<file path="src/rtl/muldiv_ctrl_if.sv">
// muldiv_ctrl_if: op request, divider and multiplier handshake bundle for the HI/LO sequencer
interface muldiv_ctrl_if;
  logic        op_valid;
  logic [2:0]  op_code;
  logic [31:0] rs_val, rt_val;
  logic        op_ready, stall;
  logic [31:0] rd_data, hi_out, lo_out;
  logic        div_start;
  logic [31:0] div_a, div_b;
  logic        div_done, div_by_zero;
  logic [31:0] div_quotient, div_remainder;
  logic        mul_start, mul_done;
  logic [63:0] mul_product;
  logic        op_done, div_zero_exc, timeout_err, illegal_op;
  modport master (
    output op_valid, op_code, rs_val, rt_val, div_done, div_by_zero, div_quotient, div_remainder,
           mul_done, mul_product,
    input  op_ready, stall, rd_data, hi_out, lo_out, div_start, div_a, div_b, mul_start,
           op_done, div_zero_exc, timeout_err, illegal_op
  );
  modport slave (
    input  op_valid, op_code, rs_val, rt_val, div_done, div_by_zero, div_quotient, div_remainder,
           mul_done, mul_product,
    output op_ready, stall, rd_data, hi_out, lo_out, div_start, div_a, div_b, mul_start,
           op_done, div_zero_exc, timeout_err, illegal_op
  );
endinterface

</file>
<file path="src/rtl/muldiv_ctrl.sv">
// muldiv_ctrl: sequences MULT/DIV/move ops onto the external multiplier and divider and owns HI/LO
module muldiv_ctrl #(
  parameter int TIMEOUT = 40,
  parameter int CNT_W   = 6
) (
  input logic          clk,
  input logic          reset,
  muldiv_ctrl_if.slave bus
);
  typedef enum logic [2:0] {IDLE, DIV_ISSUE, DIV_WAIT, MUL_ISSUE, MUL_WAIT} state_t;
  localparam logic [CNT_W-1:0] LIM = CNT_W'(TIMEOUT - 1);
  state_t          r_state;
  logic [CNT_W-1:0] r_wdog;
  logic [31:0]     r_hi, r_lo, r_div_a, r_div_b;
  logic            r_div_start, r_mul_start, r_op_done, r_dz, r_to, r_ill;
  logic            w_idle, w_wait, w_done, w_expire;
  assign w_idle   = r_state == IDLE;
  assign w_wait   = r_state == DIV_WAIT || r_state == MUL_WAIT;
  assign w_done   = r_state == DIV_WAIT ? bus.div_done : bus.mul_done;
  assign w_expire = w_wait && !w_done && r_wdog == LIM;
  always_ff @(posedge clk) begin
    if (!reset) begin
      r_state     <= IDLE;
      r_wdog      <= '0;
      r_hi        <= '0;
      r_lo        <= '0;
      r_div_a     <= '0;
      r_div_b     <= '0;
      r_div_start <= 1'b0;
      r_mul_start <= 1'b0;
      r_op_done   <= 1'b0;
      r_dz        <= 1'b0;
      r_to        <= 1'b0;
      r_ill       <= 1'b0;
    end else begin
      r_div_start <= 1'b0;
      r_mul_start <= 1'b0;
      r_op_done   <= 1'b0;
      r_dz        <= 1'b0;
      r_to        <= w_expire;
      r_ill       <= 1'b0;
      // zero outside WAIT so every WAIT entry starts counting from 0
      r_wdog      <= w_wait ? r_wdog + 1'b1 : '0;
      unique case (r_state)
        IDLE: if (bus.op_valid) begin
          case (bus.op_code)
            3'b001: begin
              r_state     <= MUL_ISSUE;
              r_mul_start <= 1'b1;
            end
            3'b010: begin
              r_state     <= DIV_ISSUE;
              r_div_start <= 1'b1;
              r_div_a     <= bus.rs_val;
              r_div_b     <= bus.rt_val;
            end
            3'b101:  r_hi  <= bus.rs_val;
            3'b110:  r_lo  <= bus.rs_val;
            3'b111:  r_ill <= 1'b1;
            default: ;
          endcase
        end
        DIV_ISSUE: r_state <= DIV_WAIT;
        MUL_ISSUE: r_state <= MUL_WAIT;
        DIV_WAIT: begin
          if (bus.div_done || w_expire) r_state <= IDLE;
          if (bus.div_done && bus.div_by_zero) r_dz <= 1'b1;
          if (bus.div_done && !bus.div_by_zero) begin
            r_lo      <= bus.div_quotient;
            r_hi      <= bus.div_remainder;
            r_op_done <= 1'b1;
          end
        end
        MUL_WAIT: begin
          if (bus.mul_done || w_expire) r_state <= IDLE;
          if (bus.mul_done) begin
            {r_hi, r_lo} <= bus.mul_product;
            r_op_done    <= 1'b1;
          end
        end
        default: r_state <= IDLE;
      endcase
    end
  end
  assign bus.op_ready     = w_idle;
  assign bus.stall        = !w_idle;
  assign bus.rd_data      = bus.op_code == 3'b011 ? r_hi : bus.op_code == 3'b100 ? r_lo : '0;
  assign bus.hi_out       = r_hi;
  assign bus.lo_out       = r_lo;
  assign bus.div_start    = r_div_start;
  assign bus.div_a        = r_div_a;
  assign bus.div_b        = r_div_b;
  assign bus.mul_start    = r_mul_start;
  assign bus.op_done      = r_op_done;
  assign bus.div_zero_exc = r_dz;
  assign bus.timeout_err  = r_to;
  assign bus.illegal_op   = r_ill;
endmodule

</file>
<file path="src/flat_wrapper.sv">
// flat-port wrapper written by rule: the top's interface ports become plain ports
module muldiv_ctrl_flat 
#(
  parameter int TIMEOUT = 40,
  parameter int CNT_W   = 6
)
  (clk, reset, bus_op_valid, bus_op_code, bus_rs_val, bus_rt_val, bus_div_done, bus_div_by_zero, bus_div_quotient, bus_div_remainder, bus_mul_done, bus_mul_product, bus_op_ready, bus_stall, bus_rd_data, bus_hi_out, bus_lo_out, bus_div_start, bus_div_a, bus_div_b, bus_mul_start, bus_op_done, bus_div_zero_exc, bus_timeout_err, bus_illegal_op);
  muldiv_ctrl_if bus_i ();
  input logic clk;
  input logic reset;
  input wire logic [$bits(bus_i.op_valid)-1:0] bus_op_valid;
  input wire logic [$bits(bus_i.op_code)-1:0] bus_op_code;
  input wire logic [$bits(bus_i.rs_val)-1:0] bus_rs_val;
  input wire logic [$bits(bus_i.rt_val)-1:0] bus_rt_val;
  input wire logic [$bits(bus_i.div_done)-1:0] bus_div_done;
  input wire logic [$bits(bus_i.div_by_zero)-1:0] bus_div_by_zero;
  input wire logic [$bits(bus_i.div_quotient)-1:0] bus_div_quotient;
  input wire logic [$bits(bus_i.div_remainder)-1:0] bus_div_remainder;
  input wire logic [$bits(bus_i.mul_done)-1:0] bus_mul_done;
  input wire logic [$bits(bus_i.mul_product)-1:0] bus_mul_product;
  output wire logic [$bits(bus_i.op_ready)-1:0] bus_op_ready;
  output wire logic [$bits(bus_i.stall)-1:0] bus_stall;
  output wire logic [$bits(bus_i.rd_data)-1:0] bus_rd_data;
  output wire logic [$bits(bus_i.hi_out)-1:0] bus_hi_out;
  output wire logic [$bits(bus_i.lo_out)-1:0] bus_lo_out;
  output wire logic [$bits(bus_i.div_start)-1:0] bus_div_start;
  output wire logic [$bits(bus_i.div_a)-1:0] bus_div_a;
  output wire logic [$bits(bus_i.div_b)-1:0] bus_div_b;
  output wire logic [$bits(bus_i.mul_start)-1:0] bus_mul_start;
  output wire logic [$bits(bus_i.op_done)-1:0] bus_op_done;
  output wire logic [$bits(bus_i.div_zero_exc)-1:0] bus_div_zero_exc;
  output wire logic [$bits(bus_i.timeout_err)-1:0] bus_timeout_err;
  output wire logic [$bits(bus_i.illegal_op)-1:0] bus_illegal_op;
  assign bus_i.op_valid = bus_op_valid;
  assign bus_i.op_code = bus_op_code;
  assign bus_i.rs_val = bus_rs_val;
  assign bus_i.rt_val = bus_rt_val;
  assign bus_i.div_done = bus_div_done;
  assign bus_i.div_by_zero = bus_div_by_zero;
  assign bus_i.div_quotient = bus_div_quotient;
  assign bus_i.div_remainder = bus_div_remainder;
  assign bus_i.mul_done = bus_mul_done;
  assign bus_i.mul_product = bus_mul_product;
  assign bus_op_ready = bus_i.op_ready;
  assign bus_stall = bus_i.stall;
  assign bus_rd_data = bus_i.rd_data;
  assign bus_hi_out = bus_i.hi_out;
  assign bus_lo_out = bus_i.lo_out;
  assign bus_div_start = bus_i.div_start;
  assign bus_div_a = bus_i.div_a;
  assign bus_div_b = bus_i.div_b;
  assign bus_mul_start = bus_i.mul_start;
  assign bus_op_done = bus_i.op_done;
  assign bus_div_zero_exc = bus_i.div_zero_exc;
  assign bus_timeout_err = bus_i.timeout_err;
  assign bus_illegal_op = bus_i.illegal_op;
  muldiv_ctrl #(.TIMEOUT(TIMEOUT), .CNT_W(CNT_W)) u_core (.clk(clk), .reset(reset), .bus(bus_i));
endmodule
</file>
<file path="config.mk">
export PLATFORM = sky130hd
export DESIGN_NAME = muldiv_ctrl_flat
export DESIGN_NICKNAME = d
export VERILOG_FILES = /design/src/rtl/muldiv_ctrl_if.sv /design/src/rtl/muldiv_ctrl.sv /design/src/flat_wrapper.sv
export SDC_FILE = /design/constraint.sdc
export NUM_CORES = 1
export LEC_CHECK = 0
export CAP_MARGIN = 0
export CORE_AREA = 2 2 144 146
export DETAILED_ROUTE_END_ITERATION = 10
export DIE_AREA = 0 0 146 148
export DONT_BUFFER_PORTS = 1
export PLACE_DENSITY = 0.48
export SLEW_MARGIN = 30
export SYNTH_ARGS = -nofsm -noshare
export SYNTH_HDL_FRONTEND = slang
export SYNTH_SLANG_ARGS = --single-unit
</file>
<file path="constraint.sdc">
create_clock -name clk -period 1.8 [get_ports clk]
set_input_delay 0.18 -clock clk [delete_from_list [all_inputs] [get_ports clk]]
set_output_delay 0.18 -clock clk [all_outputs]
set_load 0.01 [all_outputs]
</file>
==> results of run 1 <==
[cells in the mapped netlist (all sizes together)]
master and n:
dfxtp 143, nand2 138, a21boi 67, a221oi 65, o2bb2ai 64, clkbuf 42
and3 33, a22o 32, buf 21, nor2 13, nand3 4, o21ai 4
or3b 4, nand2b 3, nand4b 3, nor3b 3, xnor2 3, and2 2
inv 2, nor3 2, xor2 2, a21oi 1, and3b 1, ha 1
nand3b 1, nor4 1, nor4bb 1, o21a 1, or3 1, or4 1
[cells by family after synthesis]
family,count (synthesis),share of synthesized area
AOI/OAI and AO/OA,234,0.3158
and+or+nand+nor,211,0.1574
DFF,143,0.4647
buffers and inverters,65,0.05301
xor gates and xnor gates,5,0.007109
adders and majority gates,1,0.002031
[metrics by stage]
| stage | hold slack [ps] | util |
|---|---|---|
| 3_3_place_gp | 261.5 | 0.3291 |
| 2_1_floorplan | 256.1 | - |
| 3_5_place_dp | 263.1 | 0.3305 |
==> flow_metrics.env, run 1 <==
export IMPL_yosys_warnings=0
export IMPL_root_buffer="clkbuf_16"
export IMPL_start_util=0.3074
export IMPL_cts_max_path_buffers=2
export IMPL_cts_hold_buf=190
export IMPL_syn_nets=861
export IMPL_netlist_area_um2=6161
export IMPL_io_pins=369
export IMPL_synth_cell_types=35
export IMPL_postCtsSetupRepairBufs=12
export IMPL_cts_buffers=17
export IMPL_rows=52
export IMPL_yosys_area_top_type="dfxtp_1"
export IMPL_portBuffers=0
export IMPL_cts_repair_resize_count=37
export IMPL_status="stopped before the end"
export IMPL_dp_hpwl_um=16620
export IMPL_synth_avg_cell_area_um2=9.349
export IMPL_lastStage="clock tree synthesis"
export IMPL_die_w_um=146
export IMPL_yosysSeqAreaShare=0.4647
export IMPL_placed_cell_area_um2=6623
export IMPL_post_place_ws_ps=-152.2
export IMPL_synth_seq_cells=143
export IMPL_error_line="[ERROR RSZ-0060] Max buffer count reached."
export IMPL_place_gp_congestion=0.8545
export IMPL_synth_top_area_share=0.4647
export IMPL_h_tree_depth=4
export IMPL_ys_top_cells_by_area="dfxtp_1, a221oi_1, o2bb2ai_1"
export IMPL_clock_sinks=143
export IMPL_die_height_um=148
export IMPL_place_inst=898
export IMPL_syn_inst=659
==> inputs of run 2 (changes only) <==
--- a/config.mk
+++ b/config.mk
@@ -6,11 +6,10 @@
 export NUM_CORES = 1
 export LEC_CHECK = 0
 export CAP_MARGIN = 0
-export CORE_AREA = 2 2 144 146
+export CORE_UTILIZATION = 20
 export DETAILED_ROUTE_END_ITERATION = 10
-export DIE_AREA = 0 0 146 148
 export DONT_BUFFER_PORTS = 1
-export PLACE_DENSITY = 0.48
+export PLACE_DENSITY_LB_ADDON = 0.15
 export SLEW_MARGIN = 30
 export SYNTH_ARGS = -nofsm -noshare
 export SYNTH_HDL_FRONTEND = slang
==> constraint.sdc (replaced) <==
create_clock -name clk -period 2.3 [get_ports clk]
set_input_delay 0.23 -clock clk [delete_from_list [all_inputs] [get_ports clk]]
set_output_delay 0.23 -clock clk [all_outputs]
set_load 0.01 [all_outputs]
==> run 2 against run 1 <==
The run now ends clean. Synthesized cell count is the same. Area after synthesis unchanged.
==> flow_metrics.env, run 2 <==
export IMPL_status="finished, final reports clean"
export IMPL_instances_no_fill=1227
export IMPL_drc=0
export IMPL_synth_top_area_share=0.4647
export IMPL_pwr_share_clk=0.442
export IMPL_p_leak_uw=0.003198
export IMPL_rows=63
export IMPL_grt_overflow_total=0
export IMPL_first_pass_iters=5
export IMPL_die_w_um=177.5
export IMPL_synth_seq_cells=143
export IMPL_final_common_cell="dlygate4sd3_1"
export IMPL_swShare=0.2653
export IMPL_critical_path_arrival_ps=2460
export IMPL_grt_max_degree=71
export IMPL_reg2reg_slack_ps=160
export IMPL_nets=1024
export IMPL_dp_hpwl_um=19260
export IMPL_die_height_um=177.5
export IMPL_critical_path_slowest_cell="or4_2"
export IMPL_drv_slew=0
export IMPL_max_freq_mhz=467.1
export IMPL_drive_gt1_frac=0.08024
export IMPL_synth_avg_cell_area_um2=9.349
export IMPL_vias_per_cell=5.033
export IMPL_ant_nets=0
export IMPL_path_clk_slew_ps=60
export IMPL_relSlewSlack=0.6429
export IMPL_ys_top_cells_by_area="dfxtp_1, a221oi_1, o2bb2ai_1"
export IMPL_crit_path_end_kind="register"
export IMPL_first_global_vias=6283
export IMPL_cp_required_ps=2620
export IMPL_finClkSkew_ps=5.326
export IMPL_max_slew_worst_pin_slew_ps=531.3
export IMPL_path_cells="buf_4, or3_4, or4_2, buf_12, nand2_1, a21boi_0"
export IMPL_critPathMaxFanout=54
export IMPL_place_gp_congestion=0.8427
export IMPL_async_flop_share=0
export IMPL_setup_tns_ps=0
export IMPL_finalCritPeriodShare=0.9308
export IMPL_clock_sinks=143
export IMPL_rsz0062_at_grt="no"
export IMPL_final_cell_mix="dlygate4sd3_1, dfxtp_1, nand2_1"
export IMPL_postCtsSetupRepairBufs=0
export IMPL_syn_inst=659
export IMPL_io_pins=369
export IMPL_num_fill_cells=3071
export IMPL_cts_max_path_buffers=2
export IMPL_placed_cell_area_um2=6638
export IMPL_seq_power_share=0.438
export IMPL_cpPeakStageDelay_ps=690
export IMPL_startpoint_type="register"
export IMPL_yosys_area_top_type="dfxtp_1"
export IMPL_grt_util_all_layers=0.1735
export IMPL_ys_flop_type="dfxtp_1"
export IMPL_cts_tree="built"
export IMPL_vias=6176
export IMPL_seq_area_um2=2864
export IMPL_comb_power_share=0.120
export IMPL_synth_edf_count=0
export IMPL_p_per_area_nw_per_um2=681.6
export IMPL_coreArea_um2=29950
export IMPL_holdCritPathClass="input pin to register"
export IMPL_portBuffers=0
export IMPL_drt_wl_total_um=28240
export IMPL_insertion_delay_ps=440
export IMPL_wire_per_inst_um=23.01
export IMPL_area_growth_pct=48.29
export IMPL_p_total_uw=6227
export IMPL_yosysSeqAreaShare=0.4647
export IMPL_cts_buffers=17
export IMPL_hold_viol_final=0
export IMPL_fin_area_um2=9136
export IMPL_antenna_found_initial=1
export IMPL_yosys_warnings=0
export IMPL_syn_nets=861
export IMPL_h_tree_depth=4
export IMPL_synth_common_cells="dfxtp_1, nand2_1, a221oi_1"
export IMPL_place_inst=1005
export IMPL_multi_input_area_um2=3039
export IMPL_start_util=0.2057
export IMPL_fin_crit_ps=2141
export IMPL_synth_cell_types=35
export IMPL_vdd_drop_max_mv=0.4609
export IMPL_crit_type="register to register"
export IMPL_dieArea_um2=31510
export IMPL_root_buffer="clkbuf_16"
export IMPL_yosysMostFrequentCell="dfxtp_1"
export IMPL_setup_violations=0
export IMPL_cap_violations=0
export IMPL_p_switching_uw=1652
export IMPL_intPower_uw=4575
export IMPL_grt_pass1_wl_um=39430
export IMPL_drtIter0Drc=380
export IMPL_netlist_area_um2=6161
==> run 2: cell counts after synthesis <==
Identical to the previous run, type by type.
==> run 2: path summary, 6_finish.rpt <==
kind | endpoint | depth (start not counted) | startpoint
worst max register to register | u_core.bus.div_a[2] | 6 | u_core.r_state[1]
worst max-delay path | u_core.bus.div_a[2] | 6 | u_core.r_state[1]
worst min-delay path | u_core.bus.lo_out[0] | 2 | bus_mul_product[0]
worst min register to register | u_core.r_wdog[0] | 1 | u_core.r_wdog[0]
==> run 2: layout make-up <==
class	count	share of cell area
clock inverters	13	0.01534
well taps	390	0.05341
diodes	2	0.0005478
repair buffers	207	0.2364
inverters	2	0.0008217
flip-flops and latches	143	0.3135
multi-input cells	451	0.3326
clock buffers	19	0.04738
==> run 2: power by group through the flow <==
stage	clock (µW)	combinational, µW	sequential (µW)
after floorplan	0	317	2730
after global placement	0	436	2780
after detailed placement	0	445	2780
after CTS	2880	735	2720
after global routing	2960	799	2740
final	2750	747	2730
==> run 2: timing repair <==
item                                    4_1_cts  5_1_grt
gates resized for setup                       0        2
hold buffers                                187        0
endpoints found under the setup margin        0        3
hold endpoints to repair                    130        0
==> run 2: metal layers <==
metal / track usage / wire, µm / part of all wire / vias up
li1: - / - / - / 2805
met1: 0.1837 / 10600 / 0.38 / 2950
met2: 0.3073 / 14170 / 0.50 / 368
met3: 0.06148 / 2600 / 0.092 / 53
met4: 0.07799 / 863 / 0.031 / 0
met5: 0 / 0 / 0 / -
==> run 2: cell families (layout without fill, tap and decap cells) <==
| family | Yosys count | in the layout | synth area share |
|---|---|---|---|
| compound gates | 234 | 234 | 0.3158 |
| fa+ha+maj | 1 | 1 | 0.002031 |
| buf+inv | 65 | 241 | 0.05301 |
| simple gates | 211 | 211 | 0.1574 |
| xor+xnor | 5 | 5 | 0.007109 |
| other cells | 0 | 2 | 0 |
| flops | 143 | 143 | 0.4647 |
==> run 2: per-stage QoR <==
step                utilization  setup slack [ps]  hold WS, ps
finish                   0.3050             159.1        22.85
global route             0.3049             61.12        9.547
CTS                      0.3038             60.27        1.317
detailed placement       0.2216             76.89        315.6
global placement         0.2216             154.6        313.7
floorplan                     -             485.0        306.1
==> run 2: worst max-delay path, delay by kind of cell (launching register included) <==
kind / cells / cell delay (ps)
AOI/OAI and AO/OA: 1 / 70
buffers and inverters: 2 / 370
DFF: 1 / 360
and+or+nand+nor: 3 / 1180
Note: power is estimated with default switching activity, not from simulation.
==> inputs of run 3 (changes only) <==
--- a/config.mk
+++ b/config.mk
@@ -9,6 +9,7 @@
 export CORE_UTILIZATION = 20
 export DETAILED_ROUTE_END_ITERATION = 10
 export DONT_BUFFER_PORTS = 1
+export HOLD_SLACK_MARGIN = 0.15
 export PLACE_DENSITY_LB_ADDON = 0.15
 export SLEW_MARGIN = 30
 export SYNTH_ARGS = -nofsm -noshare
==> run 3 against run 2 <==
Sequential share of layout area is 0.67 points lower. Register-to-register slack hardly changed. Cell count is 1.6% higher. Flip-flop and latch count stayed put. Combinational power is 5.6% higher. Hold slack better by 160 ps. Fmax is 0.20% lower. Final area is 2.2% higher. Clock power hardly changed. Clock-buffer cell count stayed put. Power is 0.80% higher. Highest routed layer unchanged.
==> flow_metrics.env, run 3 (synthesized netlist as in run 2, its figures left out) <==
export IMPL_status="finished, final reports clean"
export IMPL_coreArea_um2=29950
export IMPL_setup_tns_ps=0
export IMPL_crit_path_end_kind="register"
export IMPL_cts_max_path_buffers=2
export IMPL_drive_gt1_frac=0.07836
export IMPL_crit_type="register to register"
export IMPL_holdCritPathClass="input pin to register"
export IMPL_cts_buffers=17
export IMPL_first_global_vias=6429
export IMPL_drt_wl_total_um=28570
export IMPL_cts_tree="built"
export IMPL_postCtsSetupRepairBufs=0
export IMPL_path_buf_inv=2
export IMPL_dieArea_um2=31510
export IMPL_portBuffers=0
export IMPL_area_growth_pct=51.54
export IMPL_p_leak_uw=0.003281
export IMPL_critPathMaxFanout=54
export IMPL_vias=6263
export IMPL_antenna_found_initial=2
export IMPL_vdd_drop_max_mv=0.4632
export IMPL_critical_path_arrival_ps=2470
export IMPL_wire_per_inst_um=22.91
export IMPL_nets=1044
export IMPL_final_cell_mix="dlygate4sd3_1, dfxtp_1, nand2_1"
export IMPL_finClkSkew_ps=5.865
export IMPL_p_per_area_nw_per_um2=672.3
export IMPL_grt_overflow_total=0
export IMPL_placed_cell_area_um2=6638
export IMPL_place_gp_congestion=0.8427
export IMPL_drtIter0Drc=385
export IMPL_vias_per_cell=5.022
export IMPL_path_cells="buf_4, or3_4, or4_2, buf_12, nand2_1, a21boi_0"
export IMPL_max_slew_worst_pin_slew_ps=531.0
export IMPL_die_height_um=177.5
export IMPL_rows=63
export IMPL_setup_violations=0
export IMPL_critical_path_slowest_cell="or4_2"
export IMPL_drv_slew=0
export IMPL_finish_utilization=0.3117
export IMPL_max_freq_mhz=466.2
export IMPL_drc=0
export IMPL_cpPeakStageDelay_ps=690
export IMPL_holdWs_ps=183.6
export IMPL_h_tree_depth=4
export IMPL_cap_violations=0
export IMPL_hold_viol_final=0
export IMPL_grt_max_degree=73
export IMPL_crit_family="simple AND/OR/NAND/NOR gates"
export IMPL_worst_slack_ps=154.9
export IMPL_first_pass_iters=5
export IMPL_post_place_ws_ps=76.89
export IMPL_clock_sinks=143
export IMPL_io_pins=369
export IMPL_num_fill_cells=3043
export IMPL_cp_required_ps=2620
export IMPL_start_util=0.2057
export IMPL_rsz0062_at_grt="no"
export IMPL_ant_nets=0
export IMPL_finalCritPeriodShare=0.9327
export IMPL_startpoint_type="register"
export IMPL_dp_hpwl_um=19260
export IMPL_fin_crit_ps=2145
export IMPL_die_w_um=177.5
export IMPL_grt_pass1_wl_um=39760
export IMPL_root_buffer="clkbuf_16"
export IMPL_relSlewSlack=0.6431
export IMPL_grt_util_all_layers=0.1743
export IMPL_path_clk_slew_ps=60
export IMPL_final_common_cell="dlygate4sd3_1"
export IMPL_fin_area_um2=9336
export IMPL_insertion_delay_ps=440
==> run 3: cell count changes in the layout (fill, tap and decap cells not counted) <==
cell / change
dlygate4sd3_1: +20
==> run 3: power breakdown <==
part / switching, µW / internal [µW] / total (µW)
registers: 153 / 2570 / 2730
clock network: 1160 / 1600 / 2760
logic: 364 / 425 / 789
==> run 3: cell type report <==
class | count | area [µm²] | area share
Antenna cell | 2 | 5.005 | 0.0005360
Clock buffer | 19 | 432.9 | 0.04637
Clock inverter | 13 | 140.1 | 0.01501
Inverter | 2 | 7.507 | 0.0008041
Multi-Input combinational cell | 451 | 3039 | 0.3255
Sequential cell | 143 | 2864 | 0.3068
Tap cell | 390 | 488.0 | 0.05226
Timing Repair Buffer | 227 | 2360 | 0.2527
==> run 3: what timing repair did <==
| action | 4_1_cts | 5_1_grt |
|---|---|---|
| hold buffers | 206 | 1 |
| gates resized for setup | 0 | 2 |
| endpoints found under the setup margin | 0 | 3 |
| hold endpoints to repair | 143 | 4 |
==> run 3: worst reg2reg max path, delay by kind of cell (launching register included) <==
family / cells / cell delay (ps)
AOI/OAI and AO/OA: 1 / 70
and+or+nand+nor: 3 / 1230
buffers and inverters: 2 / 370
DFF: 1 / 360
==> run 3: routing by layer <==
layer / vias up / track usage / share of wire
met2: 376 / 0.3073 / 0.50
met1: 2983 / 0.1831 / 0.38
met5: - / 0 / 0
met3: 59 / 0.06191 / 0.091
met4: 0 / 0.08511 / 0.035
li1: 2845 / - / -
==> run 3: final timing paths <==
| path | startpoint | end | slack (ps) | depth (start not counted) |
|---|---|---|---|---|
| hold / removal | bus_rs_val[0] | u_core.bus.hi_out[0] | 180 | 3 |
| setup / recovery | u_core.r_state[1] | u_core.bus.div_a[2] | 150 | 6 |
| hold reg to reg | u_core.r_wdog[0] | u_core.r_wdog[0] | 470 | 1 |
| setup reg to reg | u_core.r_state[1] | u_core.bus.div_a[2] | 150 | 6 |
==> run 3: through the flow <==
stage	instances	power, µW
floorplan	659	3048
global placement	1005	3218
detailed placement	1005	3224
CTS	1243	6372
global route	1247	6539
finish	1247	6277
